`config.mk`:
```
export PLATFORM = sky130hd
export DESIGN_NAME = aes_round_ctrl_flat
export DESIGN_NICKNAME = d
export VERILOG_FILES = /design/src/rtl/aes_pkg.sv /design/src/rtl/aes_round_ctrl_if.sv /design/src/rtl/aes_round_cnt.sv /design/src/rtl/aes_round_ctrl.sv /design/src/flat_wrapper.sv
export SDC_FILE = /design/constraint.sdc
export NUM_CORES = 1
export LEC_CHECK = 0
export BUFFER_PORTS_ARGS = -buffer_cell sky130_fd_sc_hd__buf_4
export CORE_MARGIN = 4
export CORE_UTILIZATION = 30
export DETAILED_ROUTE_END_ITERATION = 6
export HOLD_SLACK_MARGIN = 0.12
export SETUP_SLACK_MARGIN = 0.05
export SYNTH_ARGS = -nofsm -noshare
export SYNTH_HDL_FRONTEND = slang
export SYNTH_HIERARCHICAL = 1
export SYNTH_SLANG_ARGS = --single-unit
```
`constraint.sdc`:
```
create_clock -name clk -period 4 [get_ports clk]
set_clock_uncertainty 0.05 [all_clocks]
set_input_delay 0.2 -clock clk [delete_from_list [all_inputs] [get_ports clk]]
set_output_delay 0.2 -clock clk [all_outputs]
set_load 0.01 [all_outputs]
```
`src/rtl/aes_pkg.sv`:
```
// Shared definitions for the AES round controller: FSM state encoding,
// round counts per key size and the default round-index width.
package aes_pkg;

    typedef enum logic [2:0] {
        ST_IDLE  = 3'd0,
        ST_LOAD  = 3'd1,
        ST_ROUND = 3'd2,
        ST_FINAL = 3'd3,
        ST_DONE  = 3'd4
    } state_t;

    localparam int AES128_NR   = 10;
    localparam int AES192_NR   = 12;
    localparam int AES256_NR   = 14;
    localparam int AES_ROUND_W = 4;

endpackage

```
`src/rtl/aes_round_ctrl_if.sv`:
```
// Block request / result handshake between a requester and aes_round_ctrl.
interface aes_round_ctrl_if;

    logic start_valid;
    logic start_ready;
    logic abort;
    logic done_valid;
    logic done_ready;

    modport master (
        output start_valid,
        output abort,
        output done_ready,
        input  start_ready,
        input  done_valid
    );

    modport slave (
        input  start_valid,
        input  abort,
        input  done_ready,
        output start_ready,
        output done_valid
    );

endinterface

```
`src/rtl/aes_round_cnt.sv`:
```
// Round index counter: clears to 0, counts up by one, holds at NR.
module aes_round_cnt
    import aes_pkg::*;
#(
    parameter int NR      = AES128_NR,
    parameter int ROUND_W = AES_ROUND_W
) (
    input  logic               clk,
    input  logic               rst,
    input  logic               clr,
    input  logic               inc,
    output logic [ROUND_W-1:0] cnt
);

    localparam logic [ROUND_W-1:0] CNT_MAX = ROUND_W'(NR);

    always_ff @(posedge clk or negedge rst) begin
        if (!rst) begin
            cnt <= '0;
        end else if (clr) begin
            cnt <= '0;
        end else if (inc && (cnt != CNT_MAX)) begin
            cnt <= cnt + ROUND_W'(1);
        end
    end

endmodule

```
`src/rtl/aes_round_ctrl.sv`:
```
// AES round sequencer: LOAD, NR-1 middle rounds, FINAL, then holds the
// result in DONE until it is taken; abort drops the block and clears the state.
module aes_round_ctrl
    import aes_pkg::*;
#(
    parameter int NR      = AES128_NR,
    parameter int ROUND_W = AES_ROUND_W
) (
    input  logic               clk,
    input  logic               rst,
    aes_round_ctrl_if.slave    hs,
    output logic               reg_en,
    output logic               reg_clr,
    output logic               sel_init,
    output logic               last_round,
    output logic               key_en,
    output logic [ROUND_W-1:0] round,
    output logic               busy
);

    localparam logic [ROUND_W-1:0] ROUND_PENULT = ROUND_W'(NR - 1);

    state_t state;
    state_t state_nxt;
    logic   rdy_q;
    logic   clr_q;
    logic   aborting;
    logic   start_ok;
    logic   cnt_clr;
    logic   cnt_inc;

    // rdy_q keeps start_ready low until the first edge after reset release
    always_ff @(posedge clk or negedge rst) begin
        if (!rst) begin
            state <= ST_IDLE;
            rdy_q <= 1'b0;
            clr_q <= 1'b0;
        end else begin
            state <= state_nxt;
            rdy_q <= 1'b1;
            clr_q <= aborting;
        end
    end

    assign aborting = hs.abort && (state != ST_IDLE);
    assign start_ok = rdy_q && ((state == ST_IDLE) ||
                                ((state == ST_DONE) && hs.done_ready));

    always_comb begin
        state_nxt = state;
        cnt_clr   = 1'b0;
        cnt_inc   = 1'b0;
        if (aborting) begin
            state_nxt = ST_IDLE;
            cnt_clr   = 1'b1;
        end else begin
            case (state)
                ST_IDLE: begin
                    if (hs.start_valid && start_ok) state_nxt = ST_LOAD;
                end
                ST_LOAD: begin
                    state_nxt = ST_ROUND;
                    cnt_inc   = 1'b1;
                end
                ST_ROUND: begin
                    cnt_inc = 1'b1;
                    if (round == ROUND_PENULT) state_nxt = ST_FINAL;
                end
                ST_FINAL: begin
                    state_nxt = ST_DONE;
                end
                ST_DONE: begin
                    if (hs.done_ready) begin
                        cnt_clr   = 1'b1;
                        state_nxt = hs.start_valid ? ST_LOAD : ST_IDLE;
                    end
                end
                default: begin
                    state_nxt = ST_IDLE;
                    cnt_clr   = 1'b1;
                end
            endcase
        end
    end

    aes_round_cnt #(
        .NR      (NR),
        .ROUND_W (ROUND_W)
    ) u_round_cnt (
        .clk (clk),
        .rst (rst),
        .clr (cnt_clr),
        .inc (cnt_inc),
        .cnt (round)
    );

    assign hs.start_ready = start_ok;
    assign hs.done_valid  = (state == ST_DONE);
    assign reg_en         = (state == ST_LOAD) || (state == ST_ROUND) || (state == ST_FINAL);
    assign sel_init       = (state == ST_LOAD);
    assign key_en         = (state == ST_ROUND) || (state == ST_FINAL);
    assign last_round     = (state == ST_FINAL);
    assign busy           = (state != ST_IDLE);
    assign reg_clr        = clr_q;

endmodule
```
`src/flat_wrapper.sv`:
```
// flat-port wrapper written by rule: the top's interface ports become plain ports
module aes_round_ctrl_flat import aes_pkg::*;
#(
    parameter int NR      = AES128_NR,
    parameter int ROUND_W = AES_ROUND_W
)
  (clk, rst, reg_en, reg_clr, sel_init, last_round, key_en, round, busy, hs_start_valid, hs_abort, hs_done_ready, hs_start_ready, hs_done_valid);
  aes_round_ctrl_if hs_i ();
  input  logic clk;
  input  logic rst;
  output logic reg_en;
  output logic reg_clr;
  output logic sel_init;
  output logic last_round;
  output logic key_en;
  output logic [ROUND_W-1:0] round;
  output logic busy;
  input wire logic [$bits(hs_i.start_valid)-1:0] hs_start_valid;
  input wire logic [$bits(hs_i.abort)-1:0] hs_abort;
  input wire logic [$bits(hs_i.done_ready)-1:0] hs_done_ready;
  output wire logic [$bits(hs_i.start_ready)-1:0] hs_start_ready;
  output wire logic [$bits(hs_i.done_valid)-1:0] hs_done_valid;
  assign hs_i.start_valid = hs_start_valid;
  assign hs_i.abort = hs_abort;
  assign hs_i.done_ready = hs_done_ready;
  assign hs_start_ready = hs_i.start_ready;
  assign hs_done_valid = hs_i.done_valid;
  aes_round_ctrl #(.NR(NR), .ROUND_W(ROUND_W)) u_core (.clk(clk), .rst(rst), .hs(hs_i), .reg_en(reg_en), .reg_clr(reg_clr), .sel_init(sel_init), .last_round(last_round), .key_en(key_en), .round(round), .busy(busy));
endmodule
```
==> results.md <==
* Status: finished, final reports clean
* Final Non-Filler Cells at about 100
* Crit. End Element: flip-flop
* First-pass GRT wire length at a little over 2000 um
* Min-delay worst type: input pin to flip-flop
* Worst min-delay path startpoint: hs_done_ready
* Power Dens Cells at about 630 nW/um^2
* Vias per std cell at roughly 4.6
* Netlist cell types at 30
* Worst Hold Depth at 3
* Layout Area Growth over Synthesis at 34.56%
* Clock Tree Root: clkbuf_4
* Reg-to-Reg Start: u_core/state[2]
* Max clock buf depth at 2
* R2R Path End: u_core/u_round_cnt/cnt[1]
* RSZ-0062 raised after global routing: false
* Ports at 17
* Vias in the first global route at approximately 450
* Mapped Nets at slightly above 60
* Maxcap violations at 0
* Core Footprint at roughly 1700 sq um
* Total Routed Length at between 1000 and 1500 um
* Antenna fix cells at 0
* Tcrit/Tclk final at between 40 and 50%
* Max Freq at 570.5 MHz
* Leak at between 0.3 and 0.4 nW
* CP Class: flip-flop to flip-flop
* Initial Util at 31.45%
* Final WS setup at about 2200 ps
* Power, Total at ~0.46 mW
* CP max FO at 14
* Post_cts resized at 0
* DRT Pass-1 Iters at 4
* GRT Residual Overflow at 0
* Clock-pin slew on the worst setup and hold paths at around 60 ps
* Worst Path Buf+Inv at 0
* Worst R2R Path Depth at 4
* DRC viols at 0
* Buffers on Ports at 16
* Htree depth at 1
* Yosys reg bits at 9
* Die height at just over 50 um
* CTS Buf Count at 3
* TNS Setup at 0 ps
* Mapped Cells at 55
* Final GP Congestion at 0.7870
* Ordered cell list for the critical path: o21ai_0 -> a21oi_1 -> nor2b_1 -> mux2_4
* Placed cell count at 95
* Post-synthesis sequential area ratio at 41.47%
* Max incr delay on CP at between 600 and 700 ps
* DP HPWL at ~870 um
* Layout cells sized above 1 at a little over a third
* Tot GR Track Use at 10.42%
* Pins Over Slew Limit at 0
* Required time of the critical path at 4100 ps
* Period minus WS final at 1753 ps
* Mapped Area at ~540 sq um
* Row count at 15
* Setup Viol. Count Final at 0
* Initial drt markers at 2
* Antenna violations before repair at 0
* Maximum VDD drop at between 0.2 and 0.3 mV
* Clock Sinks at 9
* Hold Path Sink: u_core/state[2]
* Pre-CTS setup slack at ~2300 ps
* Clock latency on the worst-skew pair at between 200 and 300 ps
* Vias at ~470
* Synthesized area per cell at 9.873 sq um
* FF-to-FF setup slack at about 2200 ps
* Largest net degree at the start of global routing at 15
* Synth Warn # at 6
* Die X at about 50 um
* Post-CTS setup buffers at 0
* Nets at 84
* Top Family by Delay on Critical Path: flip-flops
* Startpoint Class: flip-flop
* Final hold violation count at 0
* CTS tree: yes
* DRT antenna net count at 0
* Slowest CP cell: dfrtp_1
* Die area at 2555 sq um
* Crit path DAT at between 1500 and 2000 ps
* WL per Instance at 11.36 um
-- metal layers --
| metal | wire length (um) | GRT usage [%] | part of all wire (%) | vias up |
|---|---|---|---|---|
| li1 | - | - | - | 230 |
| met1 | 553 | 13.64 | 48 | 219 |
| met2 | 516 | 15.43 | 45 | 16 |
| met3 | 77 | 2.967 | 6.7 | 0 |
| met4 | 0 | 5.381 | 0 | 0 |
| met5 | 0 | 0 | 0 | - |
-- worst max path at each step --
stage / from / end / slack (ps) / cells past startpoint
floorplan: u_core/state[2] / u_core/u_round_cnt/cnt[2] / 2480 / 5
global placement: u_core/state[2] / u_core/u_round_cnt/cnt[1] / 2330 / 4
detailed placement: u_core/state[2] / u_core/u_round_cnt/cnt[1] / 2260 / 4
CTS: u_core/state[2] / u_core/u_round_cnt/cnt[1] / 2250 / 4
global route: u_core/state[2] / u_core/u_round_cnt/cnt[1] / 2130 / 4
finish: u_core/state[2] / u_core/u_round_cnt/cnt[1] / 2250 / 4
-- metrics by stage --
| step | hold slack (ps) | instance area (sq um) | util (%) |
|---|---|---|---|
| floorplan | -145.6 | 543.0 | - |
| global placement | -19.21 | 683.2 | 39.57 |
| detailed placement | -15.02 | 683.2 | 39.57 |
| CTS | 166.0 | 730.7 | 42.32 |
| global route | 197.4 | 730.7 | 42.32 |
| finish | 176.5 | 730.7 | 42.32 |
-- flip-flops by register name, summed over array words and instances, names as in the netlist --
register,count
u_core/u_round_cnt/cnt,4
u_core/state,3
u_core/rdy_q,1
u_core/reg_clr,1
-- logic make-up after synthesis --
group                      after synthesis  share of synthesized area, %
buffers and inverters                    3                         3.457
muxes                                    2                         5.530
and+or+nand+nor                         27                         30.42
adders and majority gates                2                         4.608
xor gates and xnor gates                 2                         3.226
DFF                                      9                         41.48
AOI/OAI and AO/OA                        9                         10.60
other                                    1                        0.6906
-- layout by cell type (no fill, tap or decap), drive strengths merged --
cell type / instances
nor3: 3
or3: 1
dlygate4sd3: 2
mux2: 2
nand4b: 1
nor2b: 2
a211oi: 1
nand4: 1
dfrtp: 9
nand2: 4
buf: 16
nor2: 7
nand3b: 1
or3b: 1
a21oi: 4
nand4bb: 1
and2: 2
conb: 1
nand2b: 1
nor3b: 1
clkinv: 1
ha: 2
inv: 2
o21ai: 2
and3: 1
o21a: 2
xnor2: 1
xor2: 1
clkbuf: 3
-- worst reg2reg max path, delay by kind of cell (launching register included) --
kind               cells  cell delay, ps
DFF                    1             610
and+or+nand+nor        1             100
muxes                  1             280
AOI/OAI and AO/OA      2             610
-- report_power, final --
group          internal [mW]  switching [mW]
logic                  0.135           0.103
clock network         0.0369          0.0332
registers              0.115          0.0375
total                  0.287           0.174
-- cell usage after synthesis --
| cell type | number | area share (%) |
|---|---|---|
| a211oi_1 | 1 | 1.4 |
| a21oi_1 | 3 | 2.8 |
| a21oi_2 | 1 | 1.6 |
| and2_1 | 1 | 1.2 |
| and2_4 | 1 | 1.6 |
| and3_1 | 1 | 1.2 |
| buf_6 | 1 | 2.1 |
| conb_1 | 1 | 0.69 |
| dfrtp_1 | 9 | 41 |
| ha_1 | 2 | 4.6 |
| inv_1 | 2 | 1.4 |
| mux2_4 | 2 | 5.5 |
| nand2_1 | 4 | 2.8 |
| nand2b_1 | 1 | 1.2 |
| nand3b_1 | 1 | 1.4 |
| nand4_1 | 1 | 1.2 |
| nand4b_1 | 1 | 1.6 |
| nand4bb_1 | 1 | 2.1 |
| nor2_1 | 7 | 4.8 |
| nor2b_1 | 1 | 1.2 |
| nor2b_4 | 1 | 2.5 |
| nor3_1 | 3 | 2.8 |
| nor3b_1 | 1 | 1.4 |
| o21a_1 | 1 | 1.4 |
| o21a_2 | 1 | 1.6 |
| o21ai_0 | 2 | 1.8 |
| or3_4 | 1 | 2.1 |
| or3b_1 | 1 | 1.6 |
| xnor2_1 | 1 | 1.6 |
| xor2_1 | 1 | 1.6 |
-- layout make-up --
| cell class | count | area (sq um) |
|---|---|---|
| Clock inverter | 1 | 5.005 |
| Tap cell | 25 | 31.28 |
| Multi-Input combinational cell | 43 | 299.0 |
| Timing Repair Buffer | 18 | 140.1 |
| Inverter | 2 | 7.507 |
| Fill cell | 188 | 996.0 |
| Sequential cell | 9 | 225.2 |
| Clock buffer | 3 | 22.52 |
-- what timing repair did --
action | 4_1_cts | 5_1_grt
endpoints found under the hold margin | 11 | 0
setup endpoints to repair | 0 | 0
hold buffers | 2 | 0
Note: power is estimated with default switching activity, not from simulation.
